### src/rtl/spi_slave_mem.sv
// SPI mode-0 target bridging a command/address/data frame onto a simple
// synchronous byte memory port. Oversamples the SPI pins in the clk_i domain.
//
// state   | meaning
// --------+-----------------------------------------------------------
// IDLE    | no frame active, waiting for NSS to fall
// CMD     | shifting in the command byte
// ADDR    | shifting in the address byte (read or write command)
// WDATA   | each received byte is written, address post-increments
// RDATA   | MISO driven; read data or ID byte shifted out each byte
// IGNORE  | unknown command, all bits discarded until NSS rises
module spi_slave_mem #(
    parameter int          AW     = 8,
    parameter logic [7:0]  ID_VAL = 8'hA5
) (
    input  logic          clk_i,
    input  logic          rst_n_i,
    input  logic          spi_sck_i,
    input  logic          spi_nss_i,
    input  logic          spi_mosi_i,
    output logic          spi_miso_o,
    output logic          spi_miso_en_o,
    output logic [AW-1:0] mem_addr_o,
    output logic          mem_wr_o,
    output logic [7:0]    mem_wdata_o,
    output logic          mem_rd_o,
    input  logic [7:0]    mem_rdata_i,
    output logic          busy_o,
    output logic          cmd_err_o
);

    typedef enum logic [2:0] {
        S_IDLE,
        S_CMD,
        S_ADDR,
        S_WDATA,
        S_RDATA,
        S_IGNORE
    } state_t;

    typedef enum logic [1:0] {
        M_WR,
        M_RD,
        M_ID
    } mode_t;

    // bit 0/1 form the synchroniser, bit 2 is the edge-detect history
    logic [2:0]    sck_pipe_q, sck_pipe_d;
    logic [2:0]    nss_pipe_q, nss_pipe_d;
    logic [1:0]    mosi_pipe_q, mosi_pipe_d;

    state_t        state_q, state_d;
    mode_t         mode_q, mode_d;
    logic [2:0]    bit_cnt_q, bit_cnt_d;
    logic [7:0]    rx_q, rx_d;
    logic [7:0]    tx_q, tx_d;
    logic [AW-1:0] addr_q, addr_d;
    logic [7:0]    wdata_q, wdata_d;
    logic          mem_wr_q, mem_wr_d;
    logic          mem_rd_q, mem_rd_d;
    logic          rd_load_q, rd_load_d;
    logic          cmd_err_q, cmd_err_d;

    logic          sck_rise, sck_fall;
    logic          nss_rise, nss_fall;
    logic          nss_s;
    logic          mosi_s;
    logic          byte_done;
    logic [7:0]    rx_next;

    // synchroniser shift and edge detection
    always_comb begin
        sck_pipe_d  = {sck_pipe_q[1:0], spi_sck_i};
        nss_pipe_d  = {nss_pipe_q[1:0], spi_nss_i};
        mosi_pipe_d = {mosi_pipe_q[0], spi_mosi_i};
        sck_rise    = sck_pipe_q[1] & ~sck_pipe_q[2];
        sck_fall    = ~sck_pipe_q[1] & sck_pipe_q[2];
        nss_rise    = nss_pipe_q[1] & ~nss_pipe_q[2];
        nss_fall    = ~nss_pipe_q[1] & nss_pipe_q[2];
        nss_s       = nss_pipe_q[1];
        mosi_s      = mosi_pipe_q[1];
        rx_next     = {rx_q[6:0], mosi_s};
        byte_done   = sck_rise && (bit_cnt_q == 3'd7);
    end

    // frame decode: next state, shift registers, address and memory strobes
    always_comb begin
        state_d   = state_q;
        mode_d    = mode_q;
        bit_cnt_d = bit_cnt_q;
        rx_d      = rx_q;
        tx_d      = tx_q;
        addr_d    = addr_q;
        wdata_d   = wdata_q;
        mem_wr_d  = 1'b0;
        mem_rd_d  = 1'b0;
        rd_load_d = mem_rd_q && !nss_rise;
        cmd_err_d = 1'b0;

        // the memory has already sampled addr_q, so bump it now
        if (mem_wr_q) begin
            addr_d = addr_q + 1'b1;
        end
        // read data arrives one cycle after the strobe
        if (rd_load_q && (state_q == S_RDATA)) begin
            tx_d   = mem_rdata_i;
            addr_d = addr_q + 1'b1;
        end

        if (nss_rise) begin
            // end of frame wins over any SCK edge seen in the same cycle
            state_d   = S_IDLE;
            bit_cnt_d = 3'd0;
            rx_d      = 8'h00;
            tx_d      = 8'h00;
        end else begin
            case (state_q)
                S_IDLE: begin
                    if (nss_fall) begin
                        state_d   = S_CMD;
                        bit_cnt_d = 3'd0;
                        rx_d      = 8'h00;
                    end
                end
                default: begin
                    if (sck_rise) begin
                        bit_cnt_d = bit_cnt_q + 3'd1;
                        rx_d      = rx_next;
                    end
                    // the falling edge right after a byte boundary keeps the freshly loaded MSB
                    if (sck_fall && (bit_cnt_q != 3'd0) && (state_q == S_RDATA)) begin
                        tx_d = {tx_q[6:0], 1'b0};
                    end
                    if (byte_done) begin
                        case (state_q)
                            S_CMD: begin
                                case (rx_next)
                                    8'h02: begin
                                        mode_d  = M_WR;
                                        state_d = S_ADDR;
                                    end
                                    8'h03: begin
                                        mode_d  = M_RD;
                                        state_d = S_ADDR;
                                    end
                                    8'h9F: begin
                                        mode_d  = M_ID;
                                        state_d = S_RDATA;
                                        tx_d    = ID_VAL;
                                    end
                                    default: begin
                                        state_d   = S_IGNORE;
                                        cmd_err_d = 1'b1;
                                    end
                                endcase
                            end
                            S_ADDR: begin
                                addr_d = rx_next[AW-1:0];
                                if (mode_q == M_RD) begin
                                    mem_rd_d = 1'b1;
                                    state_d  = S_RDATA;
                                end else begin
                                    state_d  = S_WDATA;
                                end
                            end
                            S_WDATA: begin
                                mem_wr_d = 1'b1;
                                wdata_d  = rx_next;
                            end
                            S_RDATA: begin
                                if (mode_q == M_ID) begin
                                    tx_d = ID_VAL;
                                end else begin
                                    // prefetch the next byte well before the next falling edge
                                    mem_rd_d = 1'b1;
                                end
                            end
                            default: begin
                            end
                        endcase
                    end
                end
            endcase
        end
    end

    // state and datapath registers; NSS synchroniser resets to the idle (high) level
    always_ff @(posedge clk_i or negedge rst_n_i) begin
        if (!rst_n_i) begin
            sck_pipe_q  <= 3'b000;
            nss_pipe_q  <= 3'b111;
            mosi_pipe_q <= 2'b00;
            state_q     <= S_IDLE;
            mode_q      <= M_WR;
            bit_cnt_q   <= 3'd0;
            rx_q        <= 8'h00;
            tx_q        <= 8'h00;
            addr_q      <= '0;
            wdata_q     <= 8'h00;
            mem_wr_q    <= 1'b0;
            mem_rd_q    <= 1'b0;
            rd_load_q   <= 1'b0;
            cmd_err_q   <= 1'b0;
        end else begin
            sck_pipe_q  <= sck_pipe_d;
            nss_pipe_q  <= nss_pipe_d;
            mosi_pipe_q <= mosi_pipe_d;
            state_q     <= state_d;
            mode_q      <= mode_d;
            bit_cnt_q   <= bit_cnt_d;
            rx_q        <= rx_d;
            tx_q        <= tx_d;
            addr_q      <= addr_d;
            wdata_q     <= wdata_d;
            mem_wr_q    <= mem_wr_d;
            mem_rd_q    <= mem_rd_d;
            rd_load_q   <= rd_load_d;
            cmd_err_q   <= cmd_err_d;
        end
    end

    // output drive: MISO only owned in RDATA while the frame is still open
    always_comb begin
        spi_miso_en_o = (state_q == S_RDATA) && !nss_s;
        spi_miso_o    = spi_miso_en_o ? tx_q[7] : 1'b0;
        mem_addr_o    = addr_q;
        mem_wr_o      = mem_wr_q;
        mem_wdata_o   = wdata_q;
        mem_rd_o      = mem_rd_q;
        busy_o        = !nss_s;
        cmd_err_o     = cmd_err_q;
    end

endmodule

### config.mk
export PLATFORM = sky130hd
export DESIGN_NAME = spi_slave_mem
export DESIGN_NICKNAME = d
export VERILOG_FILES = /design/src/rtl/spi_slave_mem.sv
export SDC_FILE = /design/constraint.sdc
export NUM_CORES = 1
export LEC_CHECK = 0
export CORE_ASPECT_RATIO = 1.75
export CORE_UTILIZATION = 35
export CTS_CLUSTER_DIAMETER = 40
export DETAILED_ROUTE_END_ITERATION = 8
export HOLD_SLACK_MARGIN = 0.05
export PLACE_DENSITY = 0.52
export SYNTH_ARGS = -nofsm -noshare
export SYNTH_HDL_FRONTEND = slang
export SYNTH_SLANG_ARGS = --single-unit
### constraint.sdc
create_clock -name clk_i -period 2.1 [get_ports clk_i]
set_input_delay 0.525 -clock clk_i [delete_from_list [all_inputs] [get_ports clk_i]]
set_output_delay 0.525 -clock clk_i [all_outputs]
set_load 0.005 [all_outputs]
==> flow_summary.rst <==
.. list-table::
   :header-rows: 1

   * - Metric
     - Value
   * - Maximum level of the CTS H-tree
     - 2
   * - Post-layout utilization of the core
     - roughly 45%
   * - Port Buffers
     - 34
   * - Post-synthesis instance total
     - 237
   * - Maximum vdd ir drop
     - approximately 0.56 mV
   * - Remaining design rule violation count
     - 0
   * - Leftover overflow at the end of global routing
     - 0
   * - Arrival time reported for the critical path endpoint
     - approximately 1.4 ns
   * - Routed wire length
     - 5681 um
   * - Total internal power
     - around 0.0019 W
   * - I/O pins
     - 35
   * - Sequential fraction of design power
     - 42.0%
   * - Max Clock Skew
     - about 0.0047 ns
   * - Outcome
     - finished, final reports clean
   * - Comb pwr share
     - between 30 and 40%
   * - Final non-filler cell total
     - roughly 360
   * - Site row count
     - 40
   * - Maximum root-to-sink buffer count
     - 2
   * - Mean instance size in the synthesized netlist
     - 10.35 sq um
   * - Placed cell count
     - 356
   * - Critical Path Sink Type
     - primary output
   * - # fillers
     - 673
   * - Yosys cell types
     - between 40 and 50
   * - Required @ worst endpoint
     - 1.57 ns
   * - Post-synth top area cell
     - sky130_fd_sc_hd__dfrtp_1
   * - Leakage power figure
     - 1.414 nW
   * - Max-cap violations
     - 0
   * - Post-synth EDFFs
     - 0
   * - Worst setup path class
     - reg -> out
   * - Hold/Removal Path Class
     - in -> async
   * - Clock latency on the worst-skew pair
     - ~0.29 ns
   * - Final critical-path share of the clock period
     - 91.77%
   * - Antenna violations before repair
     - 0
   * - Post-synth ARST share
     - 100.0%
   * - TritonCTS clock tree
     - yes
   * - Post-route antenna net violation count
     - 0
   * - Antenna Diode Count
     - 0
   * - Count of final hold-check violations
     - 0
   * - RSZ-0062 raised after global routing
     - false
   * - # Post-CTS Setup Buffers
     - 0
   * - Net total in the final layout
     - 297
   * - Commonest cells in the synthesized netlist
     - sky130_fd_sc_hd__dfrtp_1 (48), sky130_fd_sc_hd__nand2_1 (29), sky130_fd_sc_hd__nor2_1 (24), sky130_fd_sc_hd__o21ai_0 (16), sky130_fd_sc_hd__a21oi_1 (15)
   * - Net count after synthesis
     - ~260
   * - Share of layout cells above drive strength 1
     - around 15%
   * - Syn-to-layout area delta
     - 25.75%
   * - Largest net degree at the start of global routing
     - 52
   * - Vias per cell
     - 5.212
   * - Top cell type's share of synthesized area
     - around 49%
   * - Wire length of the first global-routing pass
     - about 9600 um
   * - Top-count cell post-synth
     - sky130_fd_sc_hd__dfrtp_1
   * - Wire length per cell
     - between 15 and 20 um
   * - Number of buffers inserted during clock tree synthesis
     - 5
   * - Most used DFF post-synth
     - sky130_fd_sc_hd__dfrtp_1
   * - Core area
     - about 7000 sq um
   * - Relative contribution of the clock network to total power
     - between 20% and 30%
   * - Detailed-route via count
     - about 1900
   * - Final count of pins violating max slew
     - 0
   * - Die Footprint
     - about 7400 sq um
   * - Root Buffer
     - sky130_fd_sc_hd__clkbuf_16
   * - Total power density per cell area
     - 922.4 nW/um^2
   * - Starting DRC count in detailed routing
     - 40
   * - Net Sw Power
     - roughly 0.00095 W
   * - Synthesis warning total
     - 0
   * - Power, Total
     - between 0.002 and 0.003 W
   * - Synth top area cells
     - sky130_fd_sc_hd__dfrtp_1 (49%), sky130_fd_sc_hd__nand2_1 (4.4%), sky130_fd_sc_hd__mux2_2 (3.7%)
   * - Worst Tran Pin Value
     - between 0.5 and 0.6 ns
   * - Worst R2R Path Depth
     - 6
   * - Combined area of all synthesized cells
     - 2454 sq um
   * - Horiz. Die Dim
     - about 65 um
   * - Die H
     - about 110 um
   * - Share of total power consumed by net switching
     - between 30% and 40%
   * - Detailed Routing Iterations Pass 1
     - 4
   * - Clock transition at the register clock pins on the worst setup and hold paths after CTS
     - approximately 0.06 ns
   * - Fmax achieved
     - just over 0.5 GHz
   * - Post-synthesis sequential area ratio
     - between 50% and 60%
   * - Nature of the critical path startpoint
     - flip-flop
   * - Relative slew margins
     - 60.77%
   * - Tot GR Track Use
     - approximately 17%
   * - CTS sink cnt
     - a little over 50
   * - Starting utilization of the core area
     - between 30% and 40%
   * - Placer congestion estimate
     - around 0.76
   * - CP max FO
     - 14
   * - Synth Register Bits
     - 51
   * - Number of setup violations in the final report
     - 0
   * - Half-perimeter wire length of the detailed placement result
     - between 4000 and 5000 um
   * - Vias in the first global route
     - ~1900
   * - Final min period
     - a little under 2 ns
   * - Post-route setup TNS
     - 0 ns
[timing repair]
action | CTS | global route
hold buffers | 0 | 0
setup endpoints to repair | 2 | 1
gates cloned | 0 | 0
resized for setup | 2 | 1
pin swaps | 1 | 2
hold endpoints to repair | 0 | 0
[placed cells by master (no fill, tap or decap), drive strengths merged, types with 6 or more instances in the layout]
cell           count
nand2             29
clkbuf             7
o21ai             16
a21oi             16
dfrtp             48
inv                6
mux2               8
buf               13
clkdlybuf4s50     31
nor2              24
[area by class of cell]
class | instances | area (sq um) | area share [%]
clock inverter | 1 | 5.005 | 0.1622
inverter | 6 | 22.52 | 0.7299
tap | 84 | 105.1 | 3.406
clock buffer | 7 | 132.6 | 4.298
sequential | 51 | 1280 | 41.48
multi-input combinational | 169 | 1101 | 35.69
timing repair buffer | 46 | 439.2 | 14.23
[power by group through the flow]
| stage | Combinational (W) | Clock [W] | Sequential, W |
|---|---|---|---|
| 3_5_place_dp | 0.000883 | 0 | 0.00121 |
| 2_1_floorplan | 0.000604 | 0 | 0.00118 |
| 5_1_grt | 0.000988 | 0.000842 | 0.00121 |
| 6_report | 0.000873 | 0.000777 | 0.00120 |
| 3_3_place_gp | 0.000884 | 0 | 0.00121 |
| 4_1_cts | 0.000886 | 0.000805 | 0.00120 |
[cells by family (layout without fill, tap and decap cells)]
group	Yosys count	after routing	synth area share, %
and+or+nand+nor	91	91	19.99
AOI/OAI and AO/OA	57	57	15.55
adders and majority gates	5	5	2.550
DFF	51	51	52.17
buffers and inverters	17	60	3.161
xor gates and xnor gates	7	7	2.499
muxes	9	9	4.080
[critical path, stage by stage, from the launching register on]
cell and delay (ns):
sky130_fd_sc_hd__dfrtp_1 0.39, sky130_fd_sc_hd__buf_4 0.19, sky130_fd_sc_hd__nor2_1 0.09, sky130_fd_sc_hd__nand2_1 0.08
sky130_fd_sc_hd__nor2_1 0.12, sky130_fd_sc_hd__dlygate4sd2_1 0.24
[per-stage QoR]
| step | hold WS [ns] | cell area (sq um) | setup slack, ns |
|---|---|---|---|
| after floorplan | 0.2294 | 2454 | 0.3608 |
| after global placement | 0.3356 | 2942 | 0.1993 |
| after detailed placement | 0.3379 | 2942 | 0.1923 |
| after CTS | 0.2300 | 3083 | 0.02392 |
| after global routing | 0.2340 | 3085 | 0.05397 |
| final | 0.2179 | 3085 | 0.1728 |
[layer usage]
metal  track usage, %  wire [um]  vias up  share of wire [%]
met5                0          0        -                  0
met4            8.986        178        0                3.1
met3            3.327        152       12                2.7
met2            31.75       3272       29                 58
met1            18.19       2077      930                 37
li1                 -          -      926                  -
[flip-flops by register name, summed over array words and instances (netlist names), 2 cells and up]
name	cells
mem_wdata_o	8
state_q	3
mode_q	2
tx_q	8
bit_cnt_q	3
mosi_pipe_q	2
nss_pipe_q	3
rx_q	7
sck_pipe_q	3
mem_addr_o	8
[path summary, 6_finish.rpt]
path | startpoint | endpoint | slack, ns
max in group asynchronous | rst_n_i | nss_pipe_q[0] | 1.61
setup reg to reg | nss_pipe_q[2] | mode_q[0] | 0.18
hold reg to reg | sck_pipe_q[0] | sck_pipe_q[1] | 0.35
setup / recovery | state_q[0] | spi_miso_en_o | 0.17
min in group clk_i | sck_pipe_q[0] | sck_pipe_q[1] | 0.35
hold / removal | rst_n_i | tx_q[6] | 0.22
Power figures use the tool's default switching activity.
